==> src/rtl/slv_axi4_id_remap_pkg.sv <==
// -----------------------------------------------------------------------------
// slv_axi4_id_remap_pkg
//   Shared definitions for the slave-side AXI4 ID remapper:
//     - MAX_TAGS / TAG_IDX_W : upper bound on the tag pool (SLV_ID_WIDTH <= 4)
//     - num_tags()           : tag pool size derived from the slave ID width
//     - lowest_set_idx()     : lowest-set-bit priority encoder, used both for
//                              the free-tag search and for encoding the
//                              one-hot hit vector
// -----------------------------------------------------------------------------
package slv_axi4_id_remap_pkg;

    localparam int MAX_TAGS  = 16;
    localparam int TAG_IDX_W = 4;

    function automatic int num_tags(input int slv_id_width);
        return 1 << slv_id_width;
    endfunction

    // Returns the index of the lowest set bit, or 0 when no bit is set.
    // Callers qualify the result with their own "any bit set" term.
    function automatic logic [TAG_IDX_W-1:0] lowest_set_idx(input logic [MAX_TAGS-1:0] vec);
        logic [TAG_IDX_W-1:0] idx;
        idx = '0;
        for (int i = MAX_TAGS - 1; i >= 0; i--) begin
            if (vec[i]) idx = TAG_IDX_W'(i);
        end
        return idx;
    endfunction

endpackage

==> src/rtl/slv_axi4_id_tag_entry.sv <==
// -----------------------------------------------------------------------------
// slv_axi4_id_tag_entry
//   One entry of the remap table: the internal ID bound to a tag and the
//   number of transactions outstanding on it.
//   Ports:
//     clk_i, rst_i      clock, asynchronous active-high reset
//     load_i, id_i      bind id_i to this tag (address handshake on a miss)
//     inc_i             address handshake on this tag
//     dec_i             last response beat retired on this tag
//     busy_o            count non-zero
//     at_max_o          count saturated, no further transactions accepted
//     match_o           busy and bound ID equals id_i
//     err_on_dec_o      dec_i while the count is zero
//     stored_id_o       bound internal ID, for the response mux
// -----------------------------------------------------------------------------
module slv_axi4_id_tag_entry #(
    parameter int MST_ID_WIDTH = 4,
    parameter int CNT_WIDTH    = 3
) (
    input  logic                    clk_i,
    input  logic                    rst_i,
    input  logic                    load_i,
    input  logic [MST_ID_WIDTH-1:0] id_i,
    input  logic                    inc_i,
    input  logic                    dec_i,
    output logic                    busy_o,
    output logic                    at_max_o,
    output logic                    match_o,
    output logic                    err_on_dec_o,
    output logic [MST_ID_WIDTH-1:0] stored_id_o
);

    logic [MST_ID_WIDTH-1:0] stored_id_q, stored_id_d;
    logic [CNT_WIDTH-1:0]    cnt_q, cnt_d;
    logic                    dec_ok;

    assign busy_o       = (cnt_q != '0);
    assign at_max_o     = (cnt_q == '1);
    assign match_o      = busy_o && (stored_id_q == id_i);
    assign err_on_dec_o = dec_i && !busy_o;
    assign stored_id_o  = stored_id_q;

    // A retire on an idle tag is flagged upstream and never underflows.
    assign dec_ok = dec_i && busy_o;

    always_comb begin
        // NOTE: every output of a combinational block gets a default first,
        // so no path through the ifs can leave it unassigned and infer a latch.
        cnt_d       = cnt_q;
        stored_id_d = stored_id_q;
        if (inc_i && !dec_ok) begin
            cnt_d = cnt_q + CNT_WIDTH'(1);
        end else if (!inc_i && dec_ok) begin
            cnt_d = cnt_q - CNT_WIDTH'(1);
        end
        if (load_i) begin
            stored_id_d = id_i;
        end
    end

    // NOTE: the bound ID is reset along with the count; it is a handful of
    // flops, and a defined value keeps the response mux output deterministic.
    always_ff @(posedge clk_i or posedge rst_i) begin
        if (rst_i) begin
            // NOTE: state registers use non-blocking assignments so every flop
            // samples pre-edge values regardless of statement order.
            cnt_q       <= '0;
            stored_id_q <= '0;
        end else begin
            cnt_q       <= cnt_d;
            stored_id_q <= stored_id_d;
        end
    end

endmodule

==> src/rtl/slv_axi4_id_remap.sv <==
// -----------------------------------------------------------------------------
// slv_axi4_id_remap
//   Slave-side AXI4 ID remapper for one address/response channel pair.
//   Wide internal IDs are mapped onto 2**SLV_ID_WIDTH slave tags; the original
//   ID is restored on responses. Transactions with the same internal ID always
//   share a tag, so the slave keeps them in order.
//   Ports:
//     ACLK, sysReset                  clock, asynchronous active-high reset
//     int_slaveAID/AVALID/AREADY      internal address channel
//     SLAVE_AID/AVALID/AREADY         slave address channel (tag as ID)
//     SLAVE_ID/VALID/LAST/READY       slave response channel
//     int_slaveID/VALID/LAST/READY    internal response channel (restored ID)
//     unexpRespErr                    sticky: response on a tag with nothing
//                                     outstanding
// -----------------------------------------------------------------------------
module slv_axi4_id_remap
    import slv_axi4_id_remap_pkg::*;
#(
    parameter int MST_ID_WIDTH = 4,
    parameter int SLV_ID_WIDTH = 2,
    parameter int CNT_WIDTH    = 3
) (
    input  logic                    ACLK,
    input  logic                    sysReset,
    input  logic [MST_ID_WIDTH-1:0] int_slaveAID,
    input  logic                    int_slaveAVALID,
    output logic                    int_slaveAREADY,
    output logic [SLV_ID_WIDTH-1:0] SLAVE_AID,
    output logic                    SLAVE_AVALID,
    input  logic                    SLAVE_AREADY,
    input  logic [SLV_ID_WIDTH-1:0] SLAVE_ID,
    input  logic                    SLAVE_VALID,
    input  logic                    SLAVE_LAST,
    output logic                    SLAVE_READY,
    output logic [MST_ID_WIDTH-1:0] int_slaveID,
    output logic                    int_slaveVALID,
    output logic                    int_slaveLAST,
    input  logic                    int_slaveREADY,
    output logic                    unexpRespErr
);

    localparam int NUM_TAGS = num_tags(SLV_ID_WIDTH);

    logic [NUM_TAGS-1:0]     busy, at_max, match, err_on_dec;
    logic [NUM_TAGS-1:0]     inc, dec, load;
    logic [MST_ID_WIDTH-1:0] stored_id [NUM_TAGS];

    logic                    hit;
    logic [SLV_ID_WIDTH-1:0] hit_idx, free_idx, sel_tag;
    logic                    can_accept;
    logic                    addr_hs, retire;
    logic                    err_q, err_d;

    // Tag selection uses registered table state only, so a tag freed this
    // cycle becomes allocatable on the next one.
    always_comb begin
        hit        = |match;
        hit_idx    = SLV_ID_WIDTH'(lowest_set_idx(MAX_TAGS'(match)));
        free_idx   = SLV_ID_WIDTH'(lowest_set_idx(MAX_TAGS'(~busy)));
        sel_tag    = hit ? hit_idx : free_idx;
        can_accept = hit ? !at_max[hit_idx] : !(&busy);
    end

    // SLAVE_AVALID is deliberately independent of SLAVE_AREADY.
    assign SLAVE_AID       = sel_tag;
    assign SLAVE_AVALID    = int_slaveAVALID & can_accept;
    assign int_slaveAREADY = SLAVE_AREADY & can_accept;
    assign addr_hs         = SLAVE_AVALID & SLAVE_AREADY;

    assign int_slaveID    = stored_id[SLAVE_ID];
    assign int_slaveVALID = SLAVE_VALID;
    assign int_slaveLAST  = SLAVE_LAST;
    assign SLAVE_READY    = int_slaveREADY;
    assign retire         = SLAVE_VALID & int_slaveREADY & SLAVE_LAST;

    for (genvar t = 0; t < NUM_TAGS; t++) begin : g_tag
        assign inc[t]  = addr_hs && (sel_tag == SLV_ID_WIDTH'(t));
        assign load[t] = inc[t] && !hit;
        assign dec[t]  = retire && (SLAVE_ID == SLV_ID_WIDTH'(t));

        slv_axi4_id_tag_entry #(
            .MST_ID_WIDTH (MST_ID_WIDTH),
            .CNT_WIDTH    (CNT_WIDTH)
        ) u_entry (
            .clk_i        (ACLK),
            .rst_i        (sysReset),
            .load_i       (load[t]),
            .id_i         (int_slaveAID),
            .inc_i        (inc[t]),
            .dec_i        (dec[t]),
            .busy_o       (busy[t]),
            .at_max_o     (at_max[t]),
            .match_o      (match[t]),
            .err_on_dec_o (err_on_dec[t]),
            .stored_id_o  (stored_id[t])
        );
    end

    assign err_d        = err_q | (|err_on_dec);
    assign unexpRespErr = err_q;

    always_ff @(posedge ACLK or posedge sysReset) begin
        if (sysReset) begin
            err_q <= 1'b0;
        end else begin
            err_q <= err_d;
        end
    end

endmodule

==> config.mk <==
export PLATFORM = sky130hd
export DESIGN_NAME = slv_axi4_id_remap
export DESIGN_NICKNAME = d
export VERILOG_FILES = /design/src/rtl/slv_axi4_id_remap_pkg.sv /design/src/rtl/slv_axi4_id_tag_entry.sv /design/src/rtl/slv_axi4_id_remap.sv
export SDC_FILE = /design/constraint.sdc
export NUM_CORES = 1
export LEC_CHECK = 0
export ABC_CLOCK_PERIOD_IN_PS = 7830
export BUFFER_PORTS_ARGS = -buffer_cell sky130_fd_sc_hd__buf_2
export CORE_MARGIN = 2
export CORE_UTILIZATION = 50
export DETAILED_ROUTE_END_ITERATION = 6
export PLACE_DENSITY = 0.72
export SLEW_MARGIN = 10
export SYNTH_ARGS = -nofsm -noshare
export SYNTH_HDL_FRONTEND = slang
export SYNTH_SLANG_ARGS = --single-unit
==> constraint.sdc <==
create_clock -name ACLK -period 7.83 [get_ports ACLK]
set_input_delay 0.783 -clock ACLK [delete_from_list [all_inputs] [get_ports ACLK]]
set_output_delay 0.783 -clock ACLK [all_outputs]
set_load 0.1 [all_outputs]
## After elaboration in Yosys (flattened, before gate mapping)

Cells that the tools add are included.

- Flip-flop bits (word level): 29
- Input bits: 13
- Word-level logic and storage cells: 136

- Add/subtract/negate cells: 8
- $lt $le $gt $ge: 2
- Equal/unequal tests: 14
- Multiplexer cells: 35
- Bitwise operators: 8
- Reduce and logical (&&, ||, !) cells: 60

Operators with widths:

| cell | number |
|---|---|
| $mux 2 | 21 |
| $logic_and 1x1->1 | 32 |
| $mux 3 | 8 |
| $eq 4x4->1 | 4 |
| $not 4->16 | 1 |
| $logic_not 1->1 | 15 |
| $add 3x1->3 const B | 4 |
| $eq 3x3->1 const B | 4 |
| $reduce_bool 3->1 | 4 |
| $sub 3x1->3 const B | 4 |
| $bmux 4 s2 | 1 |
| $eq 2x2->1 const B | 4 |
| $mux 4 | 2 |
| $reduce_bool 2->1 | 4 |
| $reduce_or 4->1 | 2 |
| $and 1x1->1 | 5 |
| $eq 2x1->1 const B | 2 |
| $logic_not 2->1 | 2 |
| $reduce_and 4->1 | 1 |
| $ge 3x3->1 const B | 1 |
| $lt 2x3->1 const B | 1 |
| $not 2->3 | 1 |
| $bmux 1 s2 | 1 |
| $mux 1 | 2 |
| $or 1x1->1 | 1 |

## Logic depth before layout (Yosys ltp)

Gate-level depths: netlist of the first run.

- Word-level depth: 25
- Depth in mapped cells: 13
- Depth with buffers taken out: 12

## Modules after synthesis

A second synthesis of the first run with hierarchy kept.

- Cell total of the unflattened synthesis: 188
- Area total of the unflattened synthesis: 1994.4 µm²

Modules (own cells, without submodules):

| module | times used | cells an instance | area each (µm²) | sequential area each (µm²) |
|---|---|---|---|---|
| slv_axi4_id_tag_entry | 4 | 31 | 382.9 | 175.2 |
| slv_axi4_id_remap | 1 | 64 | 462.9 | 25.0 |

## Worst setup path after synthesis of the first run

No wires, ideal clock.

- Path type: input port to flip-flop
- From: in int_slaveAID[0]
- To: reg g_tag[3].u_entry.cnt_q[2]
- Setup time: 0.079 ns
- Data arrival time: 4.376 ns
- Setup slack: 3.375 ns
- Stages: 13
- Path buffers: 1
- Path through: buf_2 -> xor2_1 -> nor4_4 -> a221oi_1 -> nor2_1 -> nand4b_1 -> nor3_1 -> ha_1 -> inv_1 -> fa_1 -> xor2_1 -> nor2_1 -> xor2_1

- Elaborated cells between the ends (all ways): 27

RTL lines:

| element | RTL line | text |
|---|---|---|
| start: declaration | slv_axi4_id_remap.sv:25 | `input logic [MST_ID_WIDTH-1:0] int_slaveAID,` |
| $eq 4x4->1 | slv_axi4_id_tag_entry.sv:39 | `assign match_o = busy_o && (stored_id_q == id_i);` |
| $logic_and 1x1->1 | slv_axi4_id_tag_entry.sv:39 |  |
| $mux 2 (4 in series) | slv_axi4_id_remap_pkg.sv:25 | `if (vec[i]) idx = TAG_IDX_W'(i);` |
| $mux 2 (*) | slv_axi4_id_remap.sv:60 | `sel_tag = hit ? hit_idx : free_idx;` |
| named net SLAVE_AID[1] | slv_axi4_id_remap.sv:28 | `output logic [SLV_ID_WIDTH-1:0] SLAVE_AID,` |
| $eq 2x2->1 (*) | slv_axi4_id_remap.sv:77 | `assign inc[t] = addr_hs && (sel_tag == SLV_ID_WIDTH'(t));` |
| $logic_and 1x1->1 (*) | slv_axi4_id_remap.sv:77 |  |
| $logic_not 1->1 | slv_axi4_id_tag_entry.sv:53 | `end else if (!inc_i && dec_ok) begin` |
| $logic_and 1x1->1 | slv_axi4_id_tag_entry.sv:53 |  |
| $reduce_bool 2->1 (no line) | n/a |  |
| end signal: assignment | slv_axi4_id_tag_entry.sv:70 | `cnt_q <= cnt_d;` |
| end: declaration | slv_axi4_id_tag_entry.sv:34 | `logic [CNT_WIDTH-1:0] cnt_q, cnt_d;` |

Mark *: on every way through the listed nets, which the timed path passes. The rest lies on a longest branch. The select of a mux whose other input is x is not followed.
A chain may end at the register's enable or synchronous reset.

## Final worst setup path of the first run

- From: reg g_tag[1].u_entry.cnt_q[1]
- To: out int_slaveAREADY

- Longest elaborated chain between the ends: 9
- Elaborated cells between the ends (all ways): 13

Ends and longest elaborated chain:

| element | RTL line | text |
|---|---|---|
| start: declaration | slv_axi4_id_tag_entry.sv:34 |  |
| start signal: assignment | slv_axi4_id_tag_entry.sv:70 |  |
| $reduce_bool 3->1 | slv_axi4_id_tag_entry.sv:37 | `assign busy_o = (cnt_q != '0);` |
| $logic_and 1x1->1 | slv_axi4_id_tag_entry.sv:39 |  |
| $mux 2 (2 in series) | slv_axi4_id_remap_pkg.sv:25 |  |
| $bmux 1 s2 | slv_axi4_id_remap.sv:61 | `can_accept = hit ? !at_max[hit_idx] : !(&busy);` |
| $mux 1 (not written as such) | slv_axi4_id_remap.sv:61 |  |
| $logic_not 1->1 | slv_axi4_id_remap.sv:61 |  |
| $mux 1 (*) | slv_axi4_id_remap.sv:61 |  |
| $and 1x1->1 (*) | slv_axi4_id_remap.sv:67 | `assign int_slaveAREADY = SLAVE_AREADY & can_accept;` |
| end: declaration | slv_axi4_id_remap.sv:27 | `output logic int_slaveAREADY,` |

Every way passes the cells marked *; elsewhere a longest branch is shown, timed or not. The select of a mux whose other input is x is not followed.

==> run metrics, run 1 <==
Inst Count DP=~230; cell count after synthesis=167; Worst R2R Setup Slack=4480 ps; max cap viols=0; CTS hold repair buffers=0; startpoint types=flip-flop; critical path required time=7050 ps; unrepaired setup endpoints after global routing=false; Die H=about 66 um; Routed Wire Length=just under 4000 um; most frequent cells in the layout=dfrtp_1 (29), buf_2 (24), mux2_2 (20), xor2_1 (16), nor2_1 (14); Clk pin slew, worst setup/hold paths=around 60 ps; Ports=25; clock buffer depth=2; highest clock rate=0.286 GHz; count of different cell masters after synthesis=40; Clock Sinks=29; layout cells sized above 1=between 30 and 40%; register area share after synthesis=37.9%; minimum clock period=approximately 3500 ps; WHS=~460 ps; antenna violations before repair=0; ranking of synthesized cells by area=dfrtp_1 (38%), mux2_2 (12%), xor2_1 (7.3%); crit path DAT=2710 ps; root buffer cell=clkbuf_8; min-delay src=unexpRespErr; setup bufs post-CTS=0; drt drc=0; Num CTS Buffers=5; Diodes inserted=0; cell taking the most area after synthesis=dfrtp_1; Die ar.=0.00434 mm^2; global route overflow=0; post-route insts no fill=235; final setup fails=0; status=finished, final reports clean; WHS Path Cells=1; Ys Warns=0; Slew Limit Fails=0; nets=209; Setup TNS=0 ps; Layout area overhead=10.1%; die width=65.9 um; CTS HTree Levels=2; CTS tree=done; Via density=5.80; row count=22; max_slew headroom=28.6%; highest fanout seen on the critical path=8; register bit total from synthesis=29; vias in the first global route=1408; Starting Density=~52%; Vias=1363; Hold Path End=unexpRespErr; Detail Placement HPWL=roughly 3000 um; RR Startpoint=g_tag[2].u_entry.cnt_q[0]; Detailed Route Iter0 Violations=43; measured slew at the worst slew-check pin=1060 ps; commonest non-fill, non-tap cell in the layout=dfrtp_1; global-route wire length before repair=6880 um; Cell Area, Synth=0.00191 mm^2; period utilisation layout=44.6%; Crit Path Class=reg -> out; Post-Syn Area per Cell=11.5 um^2; core area=0.00366 mm^2; post_cts resized=0; largest net degree at the start of global routing=30; r2r endpoint=g_tag[3].u_entry.cnt_q[2]; Worst Clk Skew=about 4.6 ps; GP Congestion=around 0.9; First-pass DRT Iterations=6; hold crit path type=reg -> reg; Buffers on Ports=24; Total Routing Usage GR=21.7%; worst skew pair latency=290 ps; Crit. End Element=output port; Synth top area share=37.9%; Routed wire per std cell=16.9 um; Reg2Reg Depth=12; Post-Syn Nets=between 150 and 200; endpoints failing hold=0; final antenna-violating net count=0
[per-layer routing]
layer / global-route usage, % / up-vias / routed length [um]
met5: 0 / - / 0
met4: 8.59 / 0 / 80
met1: 27.6 / 675 / 1760
met3: 5.11 / 8 / 212
li1: - / 628 / -
met2: 35.7 / 52 / 1910
[through the flow]
stage               instance area (um^2)  util, %  setup WS, ps
floorplan                           1910        -          3370
global placement                    2030     55.5          4320
finish                              2110     57.5          4340
detailed placement                  2030     55.5          4280
global route                        2110     57.5          4130
CTS                                 2110     57.5          4360
[kinds of logic (layout without fill, tap and decap cells)]
logic type,count (synthesis),count (layout),share of synthesized area (%)
and+or+nand+nor,47,47,14.7
DFF,29,29,37.9
xor gates and xnor gates,28,28,12.8
muxes,27,27,18.9
buffers and inverters,18,38,4.77
AOI/OAI and AO/OA,10,10,4.06
adders and majority gates,8,8,6.80
[cells in the mapped netlist, drive strengths merged]
| cell type | number |
|---|---|
| dfrtp | 29 |
| mux2 | 20 |
| nor2 | 16 |
| xor2 | 16 |
| xnor2 | 12 |
| buf | 8 |
| inv | 8 |
| nand3 | 7 |
| mux4 | 5 |
| nand4 | 5 |
| nor3 | 5 |
| fa | 4 |
| ha | 4 |
| nor4 | 3 |
| a21oi | 2 |
| clkbuf | 2 |
| mux2i | 2 |
| nand2 | 2 |
| nand4b | 2 |
| o21ai | 2 |
| or3 | 2 |
| a211oi | 1 |
| a21o | 1 |
| a221oi | 1 |
| a2bb2oi | 1 |
| and2 | 1 |
| and3 | 1 |
| and4b | 1 |
| nor4b | 1 |
| o22a | 1 |
| o22ai | 1 |
| or4 | 1 |
[flip-flops by register name, summed over array words and instances, names as in the netlist]
signal / count
g_tag.u_entry.cnt_q: 12
g_tag.u_entry.stored_id_o: 16
unexpRespErr: 1
[cell type report]
cell class / count / area [um^2]
Tap cell: 48 / 60.1
Multi-Input combinational cell: 120 / 1100
Clock inverter: 1 / 5.00
Clock buffer: 5 / 68.8
Inverter: 8 / 30.0
Fill cell: 319 / 1560
Timing Repair Buffer: 24 / 120
Sequential cell: 29 / 726
[how the worst max path moves through the flow]
stage                         startpoint                   endpoint  slack (ps)
5_1_grt        g_tag[0].u_entry.cnt_q[1]            int_slaveAREADY        4130
6_report       g_tag[1].u_entry.cnt_q[1]            int_slaveAREADY        4340
4_1_cts                  int_slaveAID[1]            int_slaveAREADY        4360
3_5_place_dp             int_slaveAID[1]  g_tag[1].u_entry.cnt_q[2]        4280
3_3_place_gp             int_slaveAID[1]  g_tag[1].u_entry.cnt_q[2]        4320
2_1_floorplan            int_slaveAID[0]  g_tag[3].u_entry.cnt_q[2]        3370
[worst max-delay path, cell delays in order (launching register included)]
cell     delay [ps]
dfrtp_1         420
nor3_1          720
or4_1           230
mux2i_1          80
o21ai_2         190
o21ai_0         190
nor2_1          160
buf_2           450
Power of run 1 is not shown: default switching activity piles up to over one toggle a cycle in this logic, so the estimate is an artifact.
==> inputs of run 2 (changes only) <==
--- a/config.mk
+++ b/config.mk
@@ -5,7 +5,7 @@
 export SDC_FILE = /design/constraint.sdc
 export NUM_CORES = 1
 export LEC_CHECK = 0
-export ABC_CLOCK_PERIOD_IN_PS = 7830
+export ABC_CLOCK_PERIOD_IN_PS = 3230
 export BUFFER_PORTS_ARGS = -buffer_cell sky130_fd_sc_hd__buf_2
 export CORE_MARGIN = 2
 export CORE_UTILIZATION = 50
==> constraint.sdc (replaced) <==
create_clock -name ACLK -period 3.23 [get_ports ACLK]
set_input_delay 0.323 -clock ACLK [delete_from_list [all_inputs] [get_ports ACLK]]
set_output_delay 0.323 -clock ACLK [all_outputs]
set_load 0.1 [all_outputs]
==> run metrics, run 2 (same netlist as run 1, synthesis figures left out) <==
vias in the first global route=1427 (+1.3%); global route overflow=0 (unchanged); nets=214 (+2.4%); row count=22 (unchanged); Total Routing Usage GR=21.3% (-0.43 points); Vias=1347 (-1.2%); Ports=25 (unchanged); endpoints failing hold=0 (unchanged); Die ar.=0.00434 mm^2 (unchanged); sequential cell area=726 um^2 (unchanged); largest net degree at the start of global routing=30 (unchanged); crit path DAT=3280 ps (+570 ps); period utilisation layout=95.2%; root buffer cell=clkbuf_8; Worst Clk Skew=3.44 ps (-1.12 ps); max reg flops=16 (unchanged); worst skew pair latency=280 ps (about the same); unrepaired setup endpoints after global routing=false; Num CTS Buffers=5 (unchanged); Post-Layout Inst Area=0.00221 mm^2 (+5.2%); Clk pin slew, worst setup/hold paths=60 ps (about the same); final setup fails=0 (unchanged); antenna violations before repair=0 (unchanged); Diodes inserted=0 (unchanged); Reg2Reg Depth=12 (unchanged); RR Startpoint=g_tag[2].u_entry.cnt_q[0]; highest fanout seen on the critical path=6 (-2); max cap viols=0 (unchanged); core area=0.00366 mm^2 (unchanged); status=finished, final reports clean; hold crit path type=in -> async; final antenna-violating net count=0 (unchanged); layout cells sized above 1=39.4% (+5.2 points); max_slew headroom=30.2% (+1.6 points); drt drc=0 (unchanged); Crit Path Class=reg -> reg; Worst R2R Setup Slack=160 ps (-4320 ps); Routed wire per std cell=16.4 um (-2.8%); Setup WS post-layout=156 ps (-4180 ps); die width=65.9 um (unchanged); Slew Limit Fails=0 (unchanged); Detailed Route Iter0 Violations=79 (+84%); global-route wire length before repair=6920 um (+0.60%); Via density=5.59 (-3.6%); Crit. End Element=flip-flop; Detail Placement HPWL=2950 um (-0.26%); CTS hold repair buffers=0 (unchanged); total area of multi-input combinational cells=0.00115 mm^2 (+5.4%); Starting Density=52.3% (unchanged); First-pass DRT Iterations=4 (-2); Placement Setup Slack=157 ps (-4120 ps); Placed Area=0.00210 mm^2 (+3.2%); most frequent cells in the layout=dfrtp_1 (29), buf_2 (24), mux2_2 (20), xor2_1 (16), nor2_1 (13); Die H=65.9 um (unchanged); clock buffer depth=2 (unchanged); r2r endpoint=g_tag[0].u_entry.cnt_q[2]; critical path required time=3430 ps (-3620 ps); fillcell total=302 (-5.3%); GP Congestion=0.965 (+6.9%); Layout area overhead=15.8%; Buffers on Ports=24 (unchanged); highest clock rate=0.325 GHz; startpoint types=flip-flop; CTS tree=done; Clock Sinks=29 (unchanged); commonest non-fill, non-tap cell in the layout=dfrtp_1; CTS HTree Levels=2 (unchanged); Routed Wire Length=3950 um (-0.35%); minimum clock period=3070 ps; Inst Count DP=233 (+1.7%); measured slew at the worst slew-check pin=1040 ps (-23.8 ps); Setup TNS=0 ps (unchanged); post-route insts no fill=241 (+2.6%)
[run 2: what timing repair did]
item,CTS,global route
setup buffers,0,1
gates resized for setup,0,4
endpoints found under the setup margin,0,2
[run 2: how the worst max path moves through the flow]
stage	start	to	slack, ps	depth (start not counted)
after floorplan	g_tag[2].u_entry.cnt_q[0]	g_tag[3].u_entry.cnt_q[2]	-40	13
after global placement	g_tag[2].u_entry.cnt_q[0]	g_tag[0].u_entry.cnt_q[2]	200	12
after detailed placement	int_slaveAID[1]	g_tag[1].u_entry.cnt_q[2]	160	14
after CTS	g_tag[2].u_entry.cnt_q[0]	g_tag[0].u_entry.cnt_q[2]	130	12
after global routing	g_tag[3].u_entry.stored_id_o[3]	g_tag[1].u_entry.cnt_q[2]	30	13
final	g_tag[2].u_entry.cnt_q[0]	g_tag[0].u_entry.cnt_q[2]	160	12
[run 2: area by class of cell]
type / count / area share [%]
Clock buffer: 7 / 3.90
Inverter: 8 / 1.36
Multi-Input combinational cell: 120 / 52.1
Sequential cell: 29 / 32.8
Tap cell: 48 / 2.71
Timing Repair Buffer: 29 / 7.12
[run 2: per-layer routing]
| layer | GRT usage (%) | share of wire (%) | vias to the layer above |
|---|---|---|---|
| li1 | - | - | 637 |
| met5 | 0 | 0 | - |
| met3 | 4.94 | 4.3 | 7 |
| met1 | 29.1 | 45 | 676 |
| met2 | 33.0 | 49 | 27 |
| met4 | 7.81 | 1.6 | 0 |
[run 2: stage by stage]
step / hold slack (ps) / util, %
after global placement: 438 / 57.3
final: 154 / 60.5
after global routing: 218 / 60.5
after floorplan: 401 / -
after detailed placement: 451 / 57.3
after CTS: 366 / 59.6
[run 2: critical path, cell delays in order (launching register included)]
cell,delay (ps)
dfrtp_1,450
or3_4,440
a21oi_1,210
a2bb2oi_2,230
o22a_2,220
nor2_4,60
nor4_1,300
ha_1,240
inv_1,60
fa_1,370
xor2_1,150
nor2_1,110
xor2_1,160
Power of run 2 is left out for the same reason.
